--- config.mk ---
export PLATFORM = sky130hd
export DESIGN_NAME = video_dram_port
export DESIGN_NICKNAME = d
export VERILOG_FILES = /design/src/rtl/video_port_pkg.sv /design/src/rtl/video_port_tagq.sv /design/src/rtl/video_dram_port.sv
export SDC_FILE = /design/constraint.sdc
export NUM_CORES = 1
export LEC_CHECK = 0
export CAP_MARGIN = 20
export CORE_MARGIN = 2
export CORE_UTILIZATION = 50
export DETAILED_ROUTE_END_ITERATION = 10
export PLACE_DENSITY_LB_ADDON = 0.05
export SLEW_MARGIN = 20
export SYNTH_ARGS = -nofsm -noshare
export SYNTH_HDL_FRONTEND = slang
export SYNTH_HIERARCHICAL = 1
export SYNTH_SLANG_ARGS = --single-unit
--- constraint.sdc ---
create_clock -name clk -period 3.5 [get_ports clk]
set_clock_uncertainty 0.2 [all_clocks]
set_input_delay 0.7 -clock clk [delete_from_list [all_inputs] [get_ports clk]]
set_output_delay 0.7 -clock clk [all_outputs]
set_load 0.01 [all_outputs]
--- src/rtl/video_port_pkg.sv ---
// rtl/video_port_pkg.sv - shared encodings and slot-mask helper for the video DRAM port
package video_port_pkg;

  localparam logic [1:0] BW_EIGHTH  = 2'b00;
  localparam logic [1:0] BW_QUARTER = 2'b01;
  localparam logic [1:0] BW_HALF    = 2'b10;
  localparam logic [1:0] BW_FULL    = 2'b11;

  localparam logic TAG_VID = 1'b0;
  localparam logic TAG_CPU = 1'b1;

  typedef enum logic [1:0] {
    GNT_IDLE = 2'd0,
    GNT_VID  = 2'd1,
    GNT_CPU  = 2'd2
  } gnt_e;

  // Which of the 8 repeating slots video may claim at a given bandwidth.
  function automatic logic slot_allowed(input logic [1:0] bw, input logic [2:0] slot);
    logic ok;
    ok = 1'b0;
    case (bw)
      BW_EIGHTH:  ok = (slot == 3'd0);
      BW_QUARTER: ok = (slot[1:0] == 2'd0);
      BW_HALF:    ok = ~slot[0];
      BW_FULL:    ok = 1'b1;
      default:    ok = 1'b0;
    endcase
    return ok;
  endfunction

endpackage

--- src/rtl/video_port_tagq.sv ---
// rtl/video_port_tagq.sv - small FIFO of 1-bit requester tags for outstanding reads
module video_port_tagq #(
  parameter int DEPTH = 2
) (
  input  logic clk,
  input  logic rst,
  input  logic push,
  input  logic push_tag,
  input  logic pop,
  output logic head_tag,
  output logic full,
  output logic empty
);

  localparam int PW = (DEPTH > 1) ? $clog2(DEPTH) : 1;
  localparam int CW = $clog2(DEPTH + 1);

  logic [DEPTH-1:0] mem;
  logic [PW-1:0]    wr_ptr;
  logic [PW-1:0]    rd_ptr;
  logic [CW-1:0]    count;
  logic             pop_ok;
  logic             push_ok;

  function automatic logic [PW-1:0] ptr_inc(input logic [PW-1:0] p);
    return (p == PW'(DEPTH - 1)) ? '0 : p + 1'b1;
  endfunction

  // A pop in the same clk frees the slot a full-queue push needs.
  assign pop_ok   = pop && !empty;
  assign push_ok  = push && (!full || pop_ok);
  assign full     = (count == CW'(DEPTH));
  assign empty    = (count == '0);
  assign head_tag = mem[rd_ptr];

  // Pointer, occupancy and storage update.
  always_ff @(posedge clk) begin
    if (rst) begin
      wr_ptr <= '0;
      rd_ptr <= '0;
      count  <= '0;
    end else begin
      if (push_ok) begin
        mem[wr_ptr] <= push_tag;
        wr_ptr      <= ptr_inc(wr_ptr);
      end
      if (pop_ok) begin
        rd_ptr <= ptr_inc(rd_ptr);
      end
      case ({push_ok, pop_ok})
        2'b10:   count <= count + 1'b1;
        2'b01:   count <= count - 1'b1;
        default: count <= count;
      endcase
    end
  end

endmodule

--- src/rtl/video_dram_port.sv ---
// rtl/video_dram_port.sv - slot-based video/CPU arbiter in front of the DRAM controller
module video_dram_port
  import video_port_pkg::*;
#(
  parameter int TAGQ_DEPTH = 2,
  parameter int AW         = 21
) (
  input  logic          clk,
  input  logic          rst,
  input  logic          pre_cend,
  input  logic          cend,
  input  logic          frame_sync,
  input  logic          video_go,
  input  logic [1:0]    video_bw,
  input  logic [AW-1:0] video_addr,
  output logic          video_next,
  output logic          video_strobe,
  output logic [15:0]   video_data,
  input  logic          cpu_req,
  input  logic          cpu_rnw,
  input  logic [AW-1:0] cpu_addr,
  input  logic [15:0]   cpu_wdata,
  input  logic [1:0]    cpu_wsel,
  output logic          cpu_next,
  output logic          cpu_strobe,
  output logic [15:0]   cpu_rdata,
  output logic          dram_go,
  output logic          dram_rnw,
  output logic [AW-1:0] dram_addr,
  output logic [15:0]   dram_wdata,
  output logic [1:0]    dram_wsel,
  input  logic [15:0]   dram_rdata,
  input  logic          dram_rdy,
  output logic          err
);

  logic [2:0]    slot;
  logic          realign_pend;
  gnt_e          gnt;
  gnt_e          pend_kind;
  logic [AW-1:0] pend_addr;
  logic          pend_rnw;
  logic [15:0]   pend_wdata;
  logic [1:0]    pend_wsel;
  logic          tag_free;
  logic          tq_push;
  logic          tq_push_tag;
  logic          tq_head;
  logic          tq_full;
  logic          tq_empty;
  logic          rdy_vid;
  logic          rdy_cpu;

  // A full queue still has room if a dram_rdy pops it in this same clk.
  assign tag_free    = !tq_full || dram_rdy;
  assign tq_push     = cend && (pend_kind != GNT_IDLE) && pend_rnw;
  assign tq_push_tag = (pend_kind == GNT_CPU) ? TAG_CPU : TAG_VID;
  assign rdy_vid     = dram_rdy && !tq_empty && (tq_head == TAG_VID);
  assign rdy_cpu     = dram_rdy && !tq_empty && (tq_head == TAG_CPU);

  video_port_tagq #(.DEPTH(TAGQ_DEPTH)) u_tagq (
    .clk      (clk),
    .rst      (rst),
    .push     (tq_push),
    .push_tag (tq_push_tag),
    .pop      (dram_rdy),
    .head_tag (tq_head),
    .full     (tq_full),
    .empty    (tq_empty)
  );

  // Slot decision: an allowed video slot is never handed to the CPU, even if it goes idle.
  always_comb begin
    gnt = GNT_IDLE;
    if (video_go && slot_allowed(video_bw, slot)) begin
      if (tag_free) gnt = GNT_VID;
    end else if (cpu_req && (!cpu_rnw || tag_free)) begin
      gnt = GNT_CPU;
    end
  end

  // Slot counter; a frame_sync forces the next cend to restart the pattern at slot 0.
  always_ff @(posedge clk) begin
    if (rst) begin
      slot         <= 3'd0;
      realign_pend <= 1'b0;
    end else if (cend) begin
      slot         <= (realign_pend || frame_sync) ? 3'd0 : slot + 3'd1;
      realign_pend <= 1'b0;
    end else if (frame_sync) begin
      realign_pend <= 1'b1;
    end
  end

  // Capture the winning request at pre_cend; later input changes are ignored.
  always_ff @(posedge clk) begin
    if (rst) begin
      pend_kind  <= GNT_IDLE;
      pend_addr  <= '0;
      pend_rnw   <= 1'b0;
      pend_wdata <= '0;
      pend_wsel  <= '0;
    end else if (pre_cend) begin
      pend_kind  <= gnt;
      pend_addr  <= (gnt == GNT_VID) ? video_addr : cpu_addr;
      pend_rnw   <= (gnt == GNT_VID) ? 1'b1 : cpu_rnw;
      pend_wdata <= (gnt == GNT_VID) ? 16'h0000 : cpu_wdata;
      pend_wsel  <= (gnt == GNT_VID) ? 2'b00 : cpu_wsel;
    end else if (cend) begin
      pend_kind  <= GNT_IDLE;
    end
  end

  // Issue the captured cycle at cend; the dram_* fields hold across idle slots.
  always_ff @(posedge clk) begin
    if (rst) begin
      dram_go    <= 1'b0;
      video_next <= 1'b0;
      cpu_next   <= 1'b0;
      dram_rnw   <= 1'b0;
      dram_addr  <= '0;
      dram_wdata <= '0;
      dram_wsel  <= '0;
    end else begin
      dram_go    <= 1'b0;
      video_next <= 1'b0;
      cpu_next   <= 1'b0;
      if (cend && (pend_kind != GNT_IDLE)) begin
        dram_go    <= 1'b1;
        video_next <= (pend_kind == GNT_VID);
        cpu_next   <= (pend_kind == GNT_CPU);
        dram_rnw   <= pend_rnw;
        dram_addr  <= pend_addr;
        dram_wdata <= pend_wdata;
        dram_wsel  <= pend_wsel;
      end
    end
  end

  // Route returned read data to the requester named by the oldest tag.
  always_ff @(posedge clk) begin
    if (rst) begin
      video_strobe <= 1'b0;
      cpu_strobe   <= 1'b0;
      video_data   <= '0;
      cpu_rdata    <= '0;
      err          <= 1'b0;
    end else begin
      video_strobe <= rdy_vid;
      cpu_strobe   <= rdy_cpu;
      if (rdy_vid) video_data <= dram_rdata;
      if (rdy_cpu) cpu_rdata  <= dram_rdata;
      if (dram_rdy && tq_empty) err <= 1'b1;
    end
  end

endmodule
Word-level counts from Yosys, hierarchy flattened
Cells that the tools add are included.
{ "word_totals": {"reg_bits": 130, "elab_cells": 92} }
{ "op_classes": {"n_bitwise": 4, "eq_ne": 9, "reduce_logical": 27, "n_addsub": 5, "magnitude_cmp": 3, "muxes": 21} }
{ "ops": {"columns": ["operator", "count"], "rows": [
  ["$mux W21", 1],
  ["$mux W16", 1],
  ["$eq A2 B2 Y1 const B", 5],
  ["$logic_and A1 B1 Y1", 10],
  ["$mux W2", 5],
  ["$mux W1", 9],
  ["$eq A2 B1 Y1 const B", 4],
  ["$logic_not A2 Y1", 3],
  ["$reduce_bool A2 Y1", 3],
  ["$logic_or A1 B1 Y1", 4],
  ["$lt A1 B2 Y1 const B", 2],
  ["$not A1 Y1", 4],
  ["$pmux W1 S4", 1],
  ["$pmux W2 S2", 1],
  ["$reduce_or A2 Y1", 2],
  ["$add A3 B1 Y3 const B", 1],
  ["$logic_not A1 Y1", 3],
  ["$logic_not A3 Y1", 1],
  ["$mux W3", 1],
  ["$add A1 B1 Y1 const B", 2],
  ["$add A2 B1 Y2 const B", 1],
  ["$bwmux W2", 1],
  ["$reduce_and A2 Y1", 1],
  ["$sub A2 B1 Y2 const B", 1],
  ["other kinds (2)", 2]
]} }

Longest topological paths before layout
{ "logic_depth": {"depth_word": 9, "depth_mapped": 10, "ltp_nobuf": 9} }

Cells and area by module
The synthesis kept the hierarchy.
{ "modules_own_cells": {"columns": ["module", "cells_each", "n_inst", "area_each_um2", "seq_area_each_um2"], "rows": [
  ["video_dram_port", 599, 1, 4890.9, 2482.4],
  ["video_port_tagq", 26, 1, 277.8, 140.1]
]} }

Worst setup path after synthesis
No wires, ideal clock.
{ "synth_timing": {"path_type": "input port to flip-flop", "startpoint": "input port cend", "endpoint": "register u_tagq.count[1]", "required_time_ns": 3.230, "path_stages": 9, "arrival_time_ns": 2.102, "setup_time_ns": 0.070, "slack_ns": 1.128, "path_cell_list": "inv_1 > nor2_1 > buf_2 > nand2_1 > inv_1 > o21ai_2 > ha_1 > or3_1 > a21oi_1"} }
{ "synth_via": {"elab_chain_len": 5} }
{ "synth_lines": {"columns": ["element", "line_no", "rtl"], "rows": [
  ["from (decl)", "video_dram_port.sv:11", "input logic cend,"],
  ["$logic_and A1 B1 Y1 * (2 in a row)", "video_dram_port.sv:56", "assign tq_push = cend && (pend_kind != GNT_IDLE) && pend_rnw;"],
  ["net tq_push", "video_dram_port.sv:46", "logic tq_push;"],
  ["$logic_and A1 B1 Y1 *", "video_port_tagq.sv:31", "assign push_ok = push && (!full || pop_ok);"],
  ["$eq A2 B1 Y1 or $eq A2 B2 Y1 (tied branches)", "video_port_tagq.sv:50", "case ({push_ok, pop_ok})"],
  ["$pmux W2 S2 or $reduce_bool A2 Y1 (tied branches)", null, null],
  ["to (signal assigned)", "video_port_tagq.sv:51", "2'b10: count <= count + 1'b1;"],
  ["to (signal assigned)", "video_port_tagq.sv:52", "2'b01: count <= count - 1'b1;"],
  ["to (signal assigned)", "video_port_tagq.sv:53", "default: count <= count;"],
  ["to (decl)", "video_port_tagq.sv:21", "logic [CW-1:0] count;"]
]} }
Mark *: on every way through the listed nets, which the timed path passes. The rest lies on a longest branch.
A chain may end at the register's enable or synchronous reset.

Final worst setup path
Ends and elaborated chain as after synthesis.

==> flow_summary.toml <==
[timing]
setup_viol = 0
slew_violations = 0
fmax_ghz = 0.4002
worst_slew_pin_slew_ps = 911.1
relSlewSlack_pct = 39.26
rsz0062_at_grt = "no"
tns_ps = 0
layout_min_cycle_time_ps = 2499
hold_viol_final = 0
finalCritPeriodShare_pct = 71.39

[cells_and_area]
drive_above_1_share_pct = 8.707
fillers = 787
final_cells = 917
diodes = 0
regArea_um2 = 2623
final_util_pct = 73.65
syn_to_final_growth_pct = 45.12
final_nets = 858
multiInputGateArea_um2 = 2257

[cts]
clock-sinks = 130
cts_tree = "yes"
h-tree-depth = 4
cts_resized = 0
cts_buffer_depth = 2
post_cts_buffers = 0
cts_hold_buf = 0
insertion_delay_ps = 520
cts_made_buffers = 17
clkTransAtPathRegs_ps = 60
cts-root-buf = "clkbuf_8"

[placement]
gp_congestion = 0.7953
portBuffers = 164
dp_hpwl_um = 8617
dp.cells = 884

[power]
total_power_mw = 3.687
p_leak_nw = 2.638
power-per-cell-area_nw_per_um2 = 491.6
peakVddDrop_uv = 358.0

[floorplan]
ios = 165
fp.dieW_um = 105.7
core_um2 = 10180
num_rows = 37
start_util_pct = 50.75
die_y_um = 105.7
die_area_um2 = 11170

[global_route]
overflow = 0
grt_pass1_vias = 4646
antenna_found_initial = 0
grt_max_degree = 89
grt_pass1_wl_um = 21530
grt_util_all_layers_pct = 23.95

[critical_path]
crit_fanout = 7
critPathSlowestCell = "clkdlybuf4s50_1"
rr_worst_depth = 4
start_kind = "input port"
slowest_delay_ps = 630
r2r-end = "video_data[12]$_SDFFE_PP0P_"
cp.required_ps = 3740
crit_chain = "clkdlybuf4s50_1 -> inv_1 -> nor2_4 -> nand2_1 -> inv_1 -> o21ai_2 -> ha_1 -> or3_1 -> a21oi_1"
r2r_slack_ps = 1500
startpoint = "cend"
critPathMostFrequentCell = "inv_1"
reg2reg_from = "u_tagq/rd_ptr$_SDFFE_PP0P_"
crit_type = "in -> reg"
arrival_ps = 2730
cp-end-kind = "register"

[routing]
dr.pass1.iters = 7
detail-route-antenna-nets = 0
routed_via_density = 5.239
drtIter0Drc = 192
wirelength_um = 13270
num_vias = 4804
route.detailed.drc = 0
wl_per_cell_um = 14.47

[yosys]
netlist_area_um2 = 5169
synth_nets = 715
postSynthAreaPerCell_um2 = 8.270
yosysSeqAreaShare_pct = 50.74
ys_ff_latch = 130
ys.warnings.count = 6
synth.distinct_cells = 38
syn_inst = 625

[outcome]
status = "completed"

[job]
cap_violations = 0

[hold_path]
hold_depth = 2
worstHoldStart = "cpu_rdata[10]$_SDFFE_PP0P_"
hold_class = "reg -> reg"
holdPathEnd = "cpu_rdata[10]$_SDFFE_PP0P_"
[power breakdown]
| part | total, mW | internal [mW] | leakage, nW | switching, mW |
|---|---|---|---|---|
| Sequential | 1.56 | 1.53 | 1.06 | 0.0270 |
| Clock | 1.77 | 1.16 | 0.294 | 0.617 |
| Combinational | 0.354 | 0.182 | 1.28 | 0.172 |
[registers in the layout, summed over array words and instances, names as in the netlist]
register	count
dram_go	1
u_tagq/rd_ptr	1
err	1
slot	3
video_next	1
pend_addr	21
realign_pend	1
pend_rnw	1
pend_wsel	2
pend_kind	2
dram_wsel	2
dram_addr	21
cpu_next	1
u_tagq/count	2
video_data	16
video_strobe	1
u_tagq/mem	2
dram_rnw	1
cpu_rdata	16
dram_wdata	16
pend_wdata	16
cpu_strobe	1
u_tagq/wr_ptr	1
[worst max-delay path: cells and delay by family]
kind | cells | cell delay (ps)
buf+inv | 3 | 920
compound gates | 2 | 200
fa+ha+maj | 1 | 330
simple gates | 3 | 590
[per-layer routing]
metal	routed length, µm	vias to the layer above	global-route usage, %
met5	0	-	0
met2	6475	165	39.95
li1	-	2395	-
met4	286	0	10.43
met1	5613	2220	28.53
met3	890	24	7.236
[final cells by class]
type | instances | share of cell area [%]
multi-input cells | 419 | 30.09
clock buffers | 23 | 6.355
clock inverters | 9 | 1.685
flip-flops and latches | 130 | 34.96
inverters | 27 | 1.351
repair buffers | 173 | 23.29
well taps | 136 | 2.269
[synth_stat cells, drive strengths merged]
library cell    n  area (µm²)
inv            27       101.4
ha              3       37.54
nand3           5       30.03
xor2            1       8.760
nor3            3       15.01
and3b           1       8.760
o21a            1       7.510
nor4b           1       8.760
dfxtp         128        2562
buf            17       86.33
a21oi          97       496.7
nor2           36       135.1
nand2         165       619.3
nand4b          1       8.760
xnor2           2       17.52
edfxtp          2       60.06
o2111ai         1       8.760
mux2            2       22.52
o211ai         18       135.1
o31a           23       201.4
or3             1       6.260
nor2b           2       12.51
clkbuf         32       120.1
nand2b          3       18.77
a211oi         21       252.7
o21ai          25       128.9
nor3b           2       20.02
or3b            1       8.760
and2            1       6.260
nand3b          3       22.52
[layout by cell type, fill, tap and decap left out, types with 2 or more instances in the layout]
master / instances
clkdlybuf4s50_1: 162
ha_1: 3
a211oi_2: 19
nand3_1: 4
buf_4: 7
nand3b_1: 3
nor2_1: 35
inv_1: 27
o211ai_1: 18
clkinv_2: 3
o31a_1: 23
nor3_1: 3
dfxtp_1: 128
o21ai_1: 21
clkbuf_1: 2
clkbuf_8: 5
a211oi_1: 2
a21oi_1: 96
mux2_2: 2
o21ai_0: 2
clkinvlp_4: 2
nor2b_1: 2
nand2_1: 165
xnor2_1: 2
nand2b_1: 3
edfxtp_1: 2
clkbuf_16: 16
bufinv_16: 3
buf_12: 2
[per-stage QoR]
step / worst slack [ps] / instance area (µm²) / hold WS (ps)
2_1_floorplan: 1128 / 5169 / 231.8
3_3_place_gp: 604.5 / 6870 / 236.9
3_5_place_dp: 524.9 / 6870 / 240.7
4_1_cts: 1025 / 7473 / 253.9
5_1_grt: 899.8 / 7501 / 271.7
6_report: 1001 / 7501 / 251.7
[cells by family (layout without fill, tap and decap cells)]
logic type	Yosys count	after routing	share of synthesized area [%]
flip-flops	130	130	50.74
adder cells (fa/ha/maj)	3	3	0.7263
buffers and inverters	76	232	5.955
XOR/XNOR	3	3	0.5084
multiplexers	2	2	0.4357
AO/OA/AOI/OAI	186	186	23.82
AND/OR/NAND/NOR	225	225	17.82
[worst max path at each step]
stage                                   endpoint  depth (start not counted)
finish              u_tagq/count[1]$_SDFFE_PP0P_                          9
global route        u_tagq/count[1]$_SDFFE_PP0P_                          9
CTS                 u_tagq/count[1]$_SDFFE_PP0P_                          9
detailed placement  u_tagq/count[1]$_SDFFE_PP0P_                          9
global placement    u_tagq/count[1]$_SDFFE_PP0P_                          9
floorplan           u_tagq/count[1]$_SDFFE_PP0P_                          9
No activity file was read; power rests on OpenSTA's default activity.
